`config.mk`:
```
export PLATFORM = sky130hd
export DESIGN_NAME = audio_sample_sequencer
export DESIGN_NICKNAME = d
export VERILOG_FILES = /design/src/rtl/audio_sample_sequencer.sv
export SDC_FILE = /design/constraint.sdc
export NUM_CORES = 1
export LEC_CHECK = 0
export CAP_MARGIN = 20
export CORE_MARGIN = 4
export CORE_UTILIZATION = 50
export DETAILED_ROUTE_END_ITERATION = 6
export PLACE_DENSITY_LB_ADDON = 0.3
export SLEW_MARGIN = 5
export SYNTH_ARGS = -nofsm -noshare
export SYNTH_HDL_FRONTEND = slang
export SYNTH_SLANG_ARGS = --single-unit
export TNS_END_PERCENT = 50
```
`constraint.sdc`:
```
create_clock -name i_clk -period 3 [get_ports i_clk]
set_input_delay 0.6 -clock i_clk [delete_from_list [all_inputs] [get_ports i_clk]]
set_output_delay 0.6 -clock i_clk [all_outputs]
set_load 0.02 [all_outputs]
```
`src/rtl/audio_sample_sequencer.sv`:
```
// audio_sample_sequencer: walks a sample ROM address window at a programmable
// rate. Each ROM word is registered into sample_out and announced with a
// one-cycle sample_valid strobe. Playback can be one-shot or looping, and it
// supports pause, stop and restart.
module audio_sample_sequencer #(
  parameter int ADDR_WIDTH = 14,
  parameter int DATA_WIDTH = 16,
  parameter int DIV_WIDTH  = 16
) (
  input  logic                  i_clk,
  input  logic                  i_rst,
  input  logic                  i_start,
  input  logic                  i_stop,
  input  logic                  i_pause,
  input  logic                  i_loop_en,
  input  logic [ADDR_WIDTH-1:0] i_start_addr,
  input  logic [ADDR_WIDTH-1:0] i_end_addr,
  input  logic [DIV_WIDTH-1:0]  i_rate_div,
  output logic [ADDR_WIDTH-1:0] o_rom_addr,
  input  logic [DATA_WIDTH-1:0] i_rom_data,
  output logic [DATA_WIDTH-1:0] o_sample_out,
  output logic                  o_sample_valid,
  output logic                  o_busy,
  output logic                  o_done
);

  typedef enum logic {S_IDLE = 1'b0, S_PLAY = 1'b1} state_t;

  state_t                r_state, w_next_state;
  logic [ADDR_WIDTH-1:0] r_rom_addr;
  logic [ADDR_WIDTH-1:0] r_start_lat;
  logic [ADDR_WIDTH-1:0] r_end_lat;
  logic [DIV_WIDTH-1:0]  r_rate_lat;
  logic [DIV_WIDTH-1:0]  r_div_cnt;
  logic [DATA_WIDTH-1:0] r_sample_out;
  logic                  r_sample_valid;
  logic                  r_done;
  logic                  w_tick;
  logic                  w_last;

  // A tick fires when the divider has run out while playing unpaused.
  assign w_tick = (r_state == S_PLAY) && !i_pause && (r_div_cnt == '0);
  assign w_last = (r_rom_addr == r_end_lat);

  // State register.
  always_ff @(posedge i_clk) begin
    if (i_rst) r_state <= S_IDLE;
    else       r_state <= w_next_state;
  end

  // Next state: stop beats start, and start beats the end-of-run tick.
  always_comb begin
    w_next_state = r_state;
    if (i_stop)                            w_next_state = S_IDLE;
    else if (i_start)                      w_next_state = S_PLAY;
    else if (w_tick && w_last && !i_loop_en) w_next_state = S_IDLE;
  end

  // State-decoded outputs.
  always_comb begin
    o_busy = (r_state == S_PLAY);
  end

  // Datapath: config latch, divider, address walk and sample capture.
  always_ff @(posedge i_clk) begin
    if (i_rst) begin
      r_rom_addr     <= '0;
      r_start_lat    <= '0;
      r_end_lat      <= '0;
      r_rate_lat     <= '0;
      r_div_cnt      <= '0;
      r_sample_out   <= '0;
      r_sample_valid <= 1'b0;
      r_done         <= 1'b0;
    end else begin
      r_sample_valid <= 1'b0;
      r_done         <= 1'b0;
      if (i_stop) begin
        // Abort: address and last sample simply hold.
      end else if (i_start) begin
        // A restart discards any tick that was due in this cycle.
        r_rom_addr  <= i_start_addr;
        r_div_cnt   <= '0;
        r_start_lat <= i_start_addr;
        r_end_lat   <= i_end_addr;
        r_rate_lat  <= i_rate_div;
      end else if (w_tick) begin
        r_sample_out   <= i_rom_data;
        r_sample_valid <= 1'b1;
        r_div_cnt      <= r_rate_lat;
        if (!w_last)        r_rom_addr <= r_rom_addr + ADDR_WIDTH'(1);
        else if (i_loop_en) r_rom_addr <= r_start_lat;
        else                r_done     <= 1'b1;
      end else if ((r_state == S_PLAY) && !i_pause) begin
        r_div_cnt <= r_div_cnt - DIV_WIDTH'(1);
      end
    end
  end

  assign o_rom_addr     = r_rom_addr;
  assign o_sample_out   = r_sample_out;
  assign o_sample_valid = r_sample_valid;
  assign o_done         = r_done;

endmodule

```
==> results.py, run 1 <==
metrics = {
    "status": {
        "outcome": "completed",
    },
    "cells_and_area": {
        "syn_to_final_growth_pct": 28.37,
        "final_cell_area_um2": 5570,
        "num-fill-cells": 694,
        "layout.nets": 708,
        "register_area_um2": 1862,
        "final_layout_size_suffix_gt1_share_pct": 6.512,
        "multi_input_area_um2": 2246,
        "antenna_cells": 0,
    },
    "sta": {
        "slew_violations": 0,
        "skew_ps": 14.47,
        "slew_headroom_pct": 55.99,
        "rsz0062_at_grt": "no",
        "max_freq_ghz": 0.3802,
        "holdWs_ps": 462.0,
        "fin_tns_setup_ps": 0,
        "setup_viol_count_final": 0,
        "worstMarginPinSlew_ps": 660.1,
        "fin_crit_sh_pct": 87.67,
        "setup_ws_ps": 370.0,
        "hold_viol": 0,
        "finalCriticalPeriod_ps": 2630,
    },
    "critical_path": {
        "critPathMaxStageDelay_ps": 680,
        "worstPathRequired_ps": 3300,
        "worstSetupPathType": "register to register",
        "crit_chain": "inv_1 > ha_1 > nor3b_4 > nand4_2 > or4_4 > nor3_4 > nand2_1 > a21oi_1",
        "path_buf_inv": 1,
        "worst-path-stages": 8,
        "critPathSlowestCell": "or4_4",
        "critPathTopFamily": "simple AND/OR/NAND/NOR gates",
        "cp-end-kind": "register",
        "critPathMaxFanout": 21,
        "worst_setup_path_start_kind": "register",
        "r2r.worst_path.cells": 8,
        "cp.arrival_ps": 2930,
    },
    "floorplan": {
        "die_w_um": 101.2,
        "die_h_um": 101.2,
        "start_util_pct": 52.03,
        "io_pins": 99,
        "rows": 33,
        "core_um2": 8341,
        "dieArea_um2": 10230,
    },
    "min_path": {
        "whs_path_depth": 2,
        "hold_class": "register to register",
    },
    "synth": {
        "synth_compound_area_share_pct": 20.53,
        "synth_xor_area_share_pct": 5.652,
        "syn-instance-count": 557,
        "synth_top_family_by_area": "simple AND/OR/NAND/NOR gates",
        "synth_fa_ha_area_share_pct": 0.5767,
        "synthSimpleGateAreaFrac_pct": 24.68,
        "synthFlopType": "dfxtp_1",
        "synth_area_um2": 4339,
        "yosysWarnings": 0,
        "synth_edf_count": 0,
        "syn_area_per_cell_um2": 7.790,
        "yosys_register_bits": 93,
        "yosysUniqueCellTypes": 52,
        "seq_area_frac_synth_pct": 42.91,
        "syn-num-nets": 625,
        "muxShareOfSynthArea_pct": 0.2595,
        "synthArstFlopShare_pct": 0,
    },
    "routing": {
        "wl_met1_mm": 5.155,
        "routed-via-count": 4239,
        "wl_met2_mm": 5.293,
        "wl_mm": 11.53,
        "dr.first_iter.drc_count": 262,
        "wl_per_cell_um": 15.38,
        "drc": 0,
        "first_pass_iters": 5,
        "drt-vias-per-instance": 5.652,
        "ant_nets": 0,
        "met3WireLength_um": 823,
        "top_layer": "met4",
    },
    "clock_tree": {
        "cts-root-buf": "clkbuf_8",
        "cts_resized": 0,
        "cts_tree": "yes",
        "clockBufferDepth": 2,
        "clkTransAtPathRegs_ps": 100,
        "cts_hold_buf": 0,
        "numCtsBuffers": 9,
        "htree_num_levels": 3,
        "clk_latency_ps": 360,
        "cts_setup_buffers": 0,
        "cts_sinks": 93,
    },
    "flow_run": {
        "cap_violations": 0,
    },
    "grt": {
        "grt_pass1_wl_mm": 19.03,
        "antenna_found_initial": 0,
        "grt_max_degree": 58,
        "grt_overflow_total": 0,
        "grt_pass1_vias": 4068,
        "grt_usage_pct": 22.81,
    },
    "placed_design": {
        "preCtsSetupSlack_ps": 235.3,
        "placed_area_um2": 5381,
        "dpl.hpwl_mm": 8.098,
        "gp_congestion": 0.8705,
        "io_buffers": 98,
    },
    "power_and_ir_drop": {
        "p_leak_nw": 1.916,
        "irDropWorstVdd_mv": 0.1950,
        "power_density_nw_per_um2": 475.7,
    },
}
-- placed cells by master (no fill, tap or decap), drive strengths merged, types with 3 or more instances in the layout --
| cell type | count |
|---|---|
| nor3b | 5 |
| a21oi | 74 |
| nand2 | 153 |
| or3 | 3 |
| nor3 | 16 |
| clkdlybuf4s50 | 97 |
| o211ai | 19 |
| o21ai | 20 |
| xor2 | 10 |
| a311oi | 13 |
| inv | 15 |
| xnor2 | 18 |
| buf | 16 |
| o221ai | 3 |
| and3 | 3 |
| o2bb2ai | 3 |
| clkbuf | 9 |
| nor2 | 22 |
| nor4 | 7 |
| nand2b | 5 |
| dfxtp | 93 |
| nand3 | 10 |
| nand4 | 6 |
-- worst min-delay path, stage by stage, from the launching register on --
cell	delay, ps
dfxtp_1	320
nand2_1	50
a21oi_1	50
-- power by group --
| part | internal (W) | switching [W] | leakage, nW |
|---|---|---|---|
| clock network | 0.000323 | 0.000480 | 0.0947 |
| registers | 0.00128 | 0.0000568 | 0.758 |
| logic | 0.000241 | 0.000264 | 1.06 |
-- flip-flops by register name (all words and copies together) (netlist names) --
register / cells
r_rate_lat: 16
o_done: 1
o_busy: 1
o_sample_valid: 1
r_start_lat: 14
r_end_lat: 14
r_div_cnt: 16
o_sample_out: 16
o_rom_addr: 14
-- metal layers --
layer | up-vias | global-route usage [%]
li1 | 2095 | -
met2 | 155 | 35.21
met5 | - | 0
met4 | 0 | 9.509
met1 | 1965 | 31.39
met3 | 24 | 4.270
-- area by class of cell --
class / count / share of cell area (%)
clock inverter: 7 / 1.168
multi-input combinational: 412 / 40.32
clock buffer: 9 / 2.224
tap: 105 / 2.358
timing repair buffer: 113 / 19.77
sequential: 93 / 33.42
inverter: 11 / 0.7412
-- stage by stage --
step | std cells | total power (W) | util, %
2_1_floorplan | 557 | 0.001665 | -
3_3_place_gp | 734 | 0.001857 | 64.52
3_5_place_dp | 734 | 0.001870 | 64.52
4_1_cts | 750 | 0.002667 | 66.79
5_1_grt | 750 | 0.002769 | 66.79
6_report | 750 | 0.002650 | 66.79
-- Yosys cell counts, types with 2 or more instances --
cell type | count | area share (%)
nand3_1 | 10 | 1.2
o32ai_1 | 2 | 0.40
o211ai_1 | 19 | 3.3
ha_1 | 2 | 0.58
nor3_1 | 13 | 1.5
or3_1 | 3 | 0.43
buf_1 | 3 | 0.26
a311oi_1 | 13 | 2.6
nor4_1 | 5 | 0.72
nor3_2 | 2 | 0.46
nor3b_1 | 4 | 0.69
o2bb2ai_1 | 3 | 0.61
nor4_2 | 2 | 0.58
a21oi_1 | 74 | 8.5
nand4_1 | 5 | 0.72
xor2_1 | 10 | 2.0
xnor2_1 | 18 | 3.6
nand2b_1 | 5 | 0.72
nand2_1 | 153 | 13
buf_6 | 4 | 1.0
inv_1 | 10 | 0.87
and3_1 | 3 | 0.43
buf_2 | 4 | 0.46
dfxtp_1 | 93 | 43
o21ai_0 | 19 | 2.2
o221ai_1 | 3 | 0.61
nor2_1 | 22 | 1.9
clkbuf_1 | 29 | 2.5
-- worst paths after layout --
path / end / slack [ps] / start
worst min-delay path: o_sample_out[11] / 460 / o_sample_out[11]
worst min register to register: o_sample_out[11] / 460 / o_sample_out[11]
worst max register to register: o_sample_out[8] / 370 / r_div_cnt[0]
worst max-delay path: o_sample_out[8] / 370 / r_div_cnt[0]
-- logic make-up (layout without fill, tap and decap cells) --
kind of cell | Yosys count | count (layout)
compound gates | 145 | 145
flops | 93 | 93
buf+inv | 52 | 140
fa+ha+maj | 2 | 2
xor+xnor | 28 | 28
simple gates | 236 | 236
mux | 1 | 1
Power figures use the tool's default switching activity.
==> run 2: changes to the inputs <==
- CORE_ASPECT_RATIO: default -> 2
==> run 2 against run 1 <==
  * Power increased by 11%
  * Global-route usage up 1.7 points
  * Worst setup slack better by 47 ps
  * Highest routed layer unchanged
  * Register-to-register slack better by 50 ps
  * Sequential share of layout area down 0.67 points
  * Non-clock buffer count is the same
  * Fmax is 1.8% higher
  * Via count rose by 2.1%
  * Count of clock-buffer cells in the layout grew 2
  * Cell count shrank 0.93%
  * Combinational power up 2%
==> results.py, run 2 (synthesis results as in run 1) <==
metrics = {
    "status": {
        "outcome": "completed",
    },
    "min_path": {
        "hold_path_end": "o_sample_out[13]",
        "hold_class": "register to register",
        "whs_path_depth": 2,
        "holdCritStartpoint": "o_sample_out[13]",
    },
    "routing": {
        "drc": 0,
        "wl_per_cell_um": 16.84,
        "first_pass_iters": 5,
        "dr.first_iter.drc_count": 374,
        "routed-via-count": 4330,
        "ant_nets": 0,
        "wl_mm": 12.51,
        "drt-vias-per-instance": 5.828,
    },
    "sta": {
        "skew_ps": 9.610,
        "setup_viol_count_final": 0,
        "hold_viol": 0,
        "rsz0062_at_grt": "no",
        "slew_headroom_pct": 35.84,
        "finalCriticalPeriod_ps": 2583,
        "fin_tns_setup_ps": 0,
        "max_freq_ghz": 0.3872,
        "slew_violations": 0,
        "worstMarginPinSlew_ps": 953.6,
        "fin_crit_sh_pct": 86.09,
    },
    "grt": {
        "grt_pass1_vias": 4263,
        "grt_max_degree": 93,
        "grt_pass1_wl_mm": 19.89,
        "antenna_found_initial": 0,
        "grt_overflow_total": 0,
        "grt_usage_pct": 24.50,
    },
    "cells_and_area": {
        "register_area_um2": 1862,
        "antenna_cells": 0,
        "layout_commonest_cell": "nand2_1",
        "multi_input_area_um2": 2246,
        "num-fill-cells": 740,
        "finalNonFillerCells": 743,
        "layout.nets": 708,
        "syn_to_final_growth_pct": 31.00,
        "layout_common_cells": "nand2_1 (153), clkdlybuf4s50_1 (97), dfxtp_1 (93)",
        "final_layout_size_suffix_gt1_share_pct": 6.357,
    },
    "power_and_ir_drop": {
        "p_comb_share_pct": 17.5,
        "sw_frac_of_total_pct": 27.80,
        "power.switching_w": 0.0008174,
        "irDropWorstVdd_mv": 0.4166,
        "power.total_w": 0.002940,
        "power.share.sequential_pct": 45.8,
        "clkPwrFrac_pct": 36.7,
        "power_density_nw_per_um2": 517.2,
        "p_leak_nw": 1.972,
        "p_int_w": 0.002123,
    },
    "critical_path": {
        "worstSetupPathType": "register to register",
        "worst-path-stages": 9,
        "critPathMaxFanout": 21,
        "critPathTopFamily": "simple AND/OR/NAND/NOR gates",
        "critPathSlowestCell": "or4_4",
        "rr_endpoint": "o_sample_out[4]",
        "r2r.worst_path.cells": 9,
        "rr_startpoint": "r_div_cnt[0]",
        "cp.arrival_ps": 2850,
        "worstPathRequired_ps": 3270,
        "path_buf_inv": 2,
        "crit_chain": "inv_1 > ha_1 > nor3b_4 > nand4_2 > or4_4 > nor3_4 > buf_12 > nand2_1 > a21oi_1",
        "cp-end-kind": "register",
        "rrSetupSlack_ps": 420,
        "worst_setup_path_start_kind": "register",
        "critPathMaxStageDelay_ps": 700,
    },
    "flow_run": {
        "cap_violations": 0,
    },
    "placed_design": {
        "dpl.hpwl_mm": 8.704,
        "dp.cells": 726,
        "gp_congestion": 0.8631,
        "io_buffers": 98,
    },
    "clock_tree": {
        "cts_tree": "yes",
        "htree_num_levels": 3,
        "numCtsBuffers": 9,
        "clk_latency_ps": 340,
        "cts-root-buf": "clkbuf_16",
        "clockBufferDepth": 2,
        "clkTransAtPathRegs_ps": 70,
        "cts_sinks": 93,
    },
    "floorplan": {
        "die_w_um": 73.87,
        "die_h_um": 139.7,
        "start_util_pct": 51.96,
        "dieArea_um2": 10320,
        "core_um2": 8351,
        "io_pins": 99,
        "rows": 47,
    },
}
==> run 2: final cells by class <==
| type | count | share of cell area (%) |
|---|---|---|
| flip-flops and latches | 93 | 32.75 |
| well taps | 98 | 2.157 |
| inverters | 11 | 0.7264 |
| repair buffers | 113 | 19.81 |
| clock inverters | 5 | 0.7704 |
| clock buffers | 11 | 4.270 |
| multi-input cells | 412 | 39.51 |
==> run 2: how the worst max path moves through the flow <==
| stage | from | end | slack [ps] |
|---|---|---|---|
| after CTS | r_div_cnt[0] | o_sample_out[3] | 210 |
| after detailed placement | i_pause | o_sample_out[6] | 230 |
| after global routing | r_div_cnt[0] | o_sample_out[4] | 270 |
| after global placement | i_pause | o_sample_out[0] | 320 |
| after floorplan | r_div_cnt[0] | r_div_cnt[3] | 810 |
| final | r_div_cnt[0] | o_sample_out[4] | 420 |
==> run 2: power groups by stage <==
stage	sequential, W	combinational (W)	clock, W
CTS	0.00134	0.000512	0.00110
global placement	0.00137	0.000498	0
finish	0.00135	0.000513	0.00108
global route	0.00135	0.000569	0.00115
floorplan	0.00137	0.000296	0
detailed placement	0.00137	0.000507	0
==> run 2: per-layer routing <==
layer	vias up	GRT usage [%]	wire length, um
li1	2096	-	-
met1	2024	24.84	4333
met2	167	44.71	6917
met3	43	3.466	663
met4	0	14.80	597
met5	-	0	0
==> run 2: worst min-delay path, stage by stage (launching register included) <==
cell	delay (ps)
dfxtp_1	310
nand2_1	50
a21oi_1	50
==> run 2: metrics by stage <==
stage          setup WS, ps  hold slack (ps)  instance area (um^2)  util (%)
3_3_place_gp          317.3            441.4                  5378     64.40
5_1_grt               272.6            471.5                  5684     68.07
3_5_place_dp          226.2            445.3                  5378     64.40
6_report              417.3            451.9                  5684     68.07
2_1_floorplan         812.9            431.7                  4339         -
4_1_cts               206.2            455.1                  5664     67.83
==> run 2: timing repair <==
action / in CTS / in global routing
hold buffers: 0 / 0
setup endpoints to repair: 0 / 1
resized for setup: 0 / 0
hold endpoints to repair: 0 / 0
buffers inserted: 0 / 1
==> run 3: changes to the inputs <==
- PLACE_DENSITY: default -> 0.8
- PLACE_DENSITY_LB_ADDON: 0.3 -> default
==> run 3 against run 2 <==
  * Hold slack is essentially flat
  * First-iteration DRC count fell by 25%
  * Cell area shrank 0.81%
  * Global-route usage is 0.17 points higher
  * Die area is the same
  * Power is 0.16% higher
  * Largest power group unchanged
  * Core utilization fell by 0.55 points
  * Critical path depth unchanged
  * Fmax increased by 0.73%
==> results.py, run 3 (synthesis results as in run 1) <==
metrics = {
    "clock_tree": {
        "cts_resized": 0,
        "clk_latency_ps": 350,
        "clkTransAtPathRegs_ps": 70,
        "clockBufferDepth": 2,
        "cts_hold_buf": 0,
        "cts_sinks": 93,
        "cts_tree": "yes",
        "numCtsBuffers": 9,
        "cts_setup_buffers": 0,
        "htree_num_levels": 3,
        "cts-root-buf": "clkbuf_16",
    },
    "power_and_ir_drop": {
        "irDropWorstVdd_mv": 0.3587,
        "p_int_w": 0.002129,
        "p_leak_nw": 1.953,
        "power_density_nw_per_um2": 522.3,
        "sw_frac_of_total_pct": 27.70,
        "power.share.sequential_pct": 45.8,
        "clkPwrFrac_pct": 36.8,
        "power.switching_w": 0.0008158,
        "p_comb_share_pct": 17.3,
    },
    "routing": {
        "wl_per_cell_um": 17.03,
        "wl_mm": 12.62,
        "dr.first_iter.drc_count": 282,
        "routed-via-count": 4319,
        "drc": 0,
        "ant_nets": 0,
        "first_pass_iters": 5,
        "drt-vias-per-instance": 5.829,
    },
    "floorplan": {
        "dieArea_um2": 10320,
        "io_pins": 99,
        "die_h_um": 139.7,
        "rows": 47,
        "die_w_um": 73.87,
        "start_util_pct": 51.96,
        "core_um2": 8351,
    },
    "cells_and_area": {
        "layout_common_cells": "nand2_1 (153), clkdlybuf4s50_1 (97), dfxtp_1 (93)",
        "layout.nets": 705,
        "final_layout_size_suffix_gt1_share_pct": 6.075,
        "syn_to_final_growth_pct": 29.93,
        "layout_commonest_cell": "nand2_1",
        "final_cell_area_um2": 5638,
    },
    "grt": {
        "grt_pass1_wl_mm": 20.02,
        "antenna_found_initial": 1,
        "grt_max_degree": 81,
        "grt_pass1_vias": 4274,
        "grt_usage_pct": 24.67,
        "grt_overflow_total": 0,
    },
    "placed_design": {
        "dpl.hpwl_mm": 8.942,
        "gp_congestion": 0.8539,
        "placed_area_um2": 5350,
        "io_buffers": 98,
        "preCtsSetupSlack_ps": 389.5,
    },
    "sta": {
        "fin_crit_sh_pct": 85.46,
        "finalCriticalPeriod_ps": 2564,
        "setup_viol_count_final": 0,
        "skew_ps": 7.264,
        "worstMarginPinSlew_ps": 819.4,
        "slew_headroom_pct": 44.87,
        "fin_tns_setup_ps": 0,
        "slew_violations": 0,
        "rsz0062_at_grt": "no",
        "setup_ws_ps": 436.1,
        "hold_viol": 0,
        "max_freq_ghz": 0.3900,
    },
    "critical_path": {
        "worstSetupPathType": "register to register",
        "cp.arrival_ps": 2830,
        "critPathMaxFanout": 21,
        "cp-end-kind": "register",
        "worstPathRequired_ps": 3260,
        "worst_setup_path_start_kind": "register",
    },
    "flow_run": {
        "cap_violations": 0,
    },
    "status": {
        "outcome": "completed",
    },
    "min_path": {
        "hold_class": "register to register",
    },
}
==> run 3: cell count changes in the layout (fill, tap and decap cells not counted), sizes merged <==
| cell | delta |
|---|---|
| buf | -3 |
| clkinv | +1 |
| diode | +1 |
| inv | -1 |
==> run 3: layout make-up <==
class / instances / area [um^2]
Antenna cell: 1 / 2.502
Fill cell: 735 / 2713
Clock buffer: 11 / 252.7
Sequential cell: 93 / 1862
Clock inverter: 5 / 32.53
Inverter: 11 / 41.29
Timing Repair Buffer: 110 / 1079
Multi-Input combinational cell: 412 / 2246
Tap cell: 98 / 122.6
==> run 3: path summary, 6_finish.rpt <==
check,from,endpoint,slack [ps],cells after the start
setup / recovery,r_div_cnt[0],o_sample_out[15],440,9
hold / removal,o_sample_out[12],o_sample_out[12],450,2
setup reg to reg,r_div_cnt[0],o_sample_out[15],440,9
hold reg to reg,o_sample_out[12],o_sample_out[12],450,2
==> run 3: metal layers <==
metal / vias up / global-route usage [%] / wire length [um]
met3: 43 / 3.971 / 596
met2: 136 / 44.34 / 7023
met4: 0 / 14.52 / 584
met1: 2052 / 25.54 / 4410
li1: 2088 / - / -
met5: - / 0 / 0
==> run 3: power by group through the flow <==
stage / Sequential (W) / Clock (W) / Combinational, W
floorplan: 0.00137 / 0 / 0.000296
global placement: 0.00137 / 0 / 0.000490
detailed placement: 0.00137 / 0 / 0.000502
CTS: 0.00135 / 0.00110 / 0.000507
global route: 0.00135 / 0.00115 / 0.000557
finish: 0.00135 / 0.00109 / 0.000510
==> run 3: critical path, cell delays in order, from the launching register on <==
cell	delay, ps
dfxtp_1	350
inv_1	70
ha_1	200
nor3b_4	320
nand4_2	240
or4_4	700
nor3_4	150
buf_4	230
nand2_1	80
a21oi_1	140
==> run 3: stage by stage <==
step           hold slack, ps  cells  utilization, %  total power [W]
3_3_place_gp            442.0    724           64.07         0.001863
4_1_cts                 454.1    740           67.49         0.002955
5_1_grt                 474.5    741           67.52         0.003065
2_1_floorplan           431.7    557               -         0.001665
3_5_place_dp            445.3    724           64.07         0.001876
6_report                452.3    741           67.52         0.002945
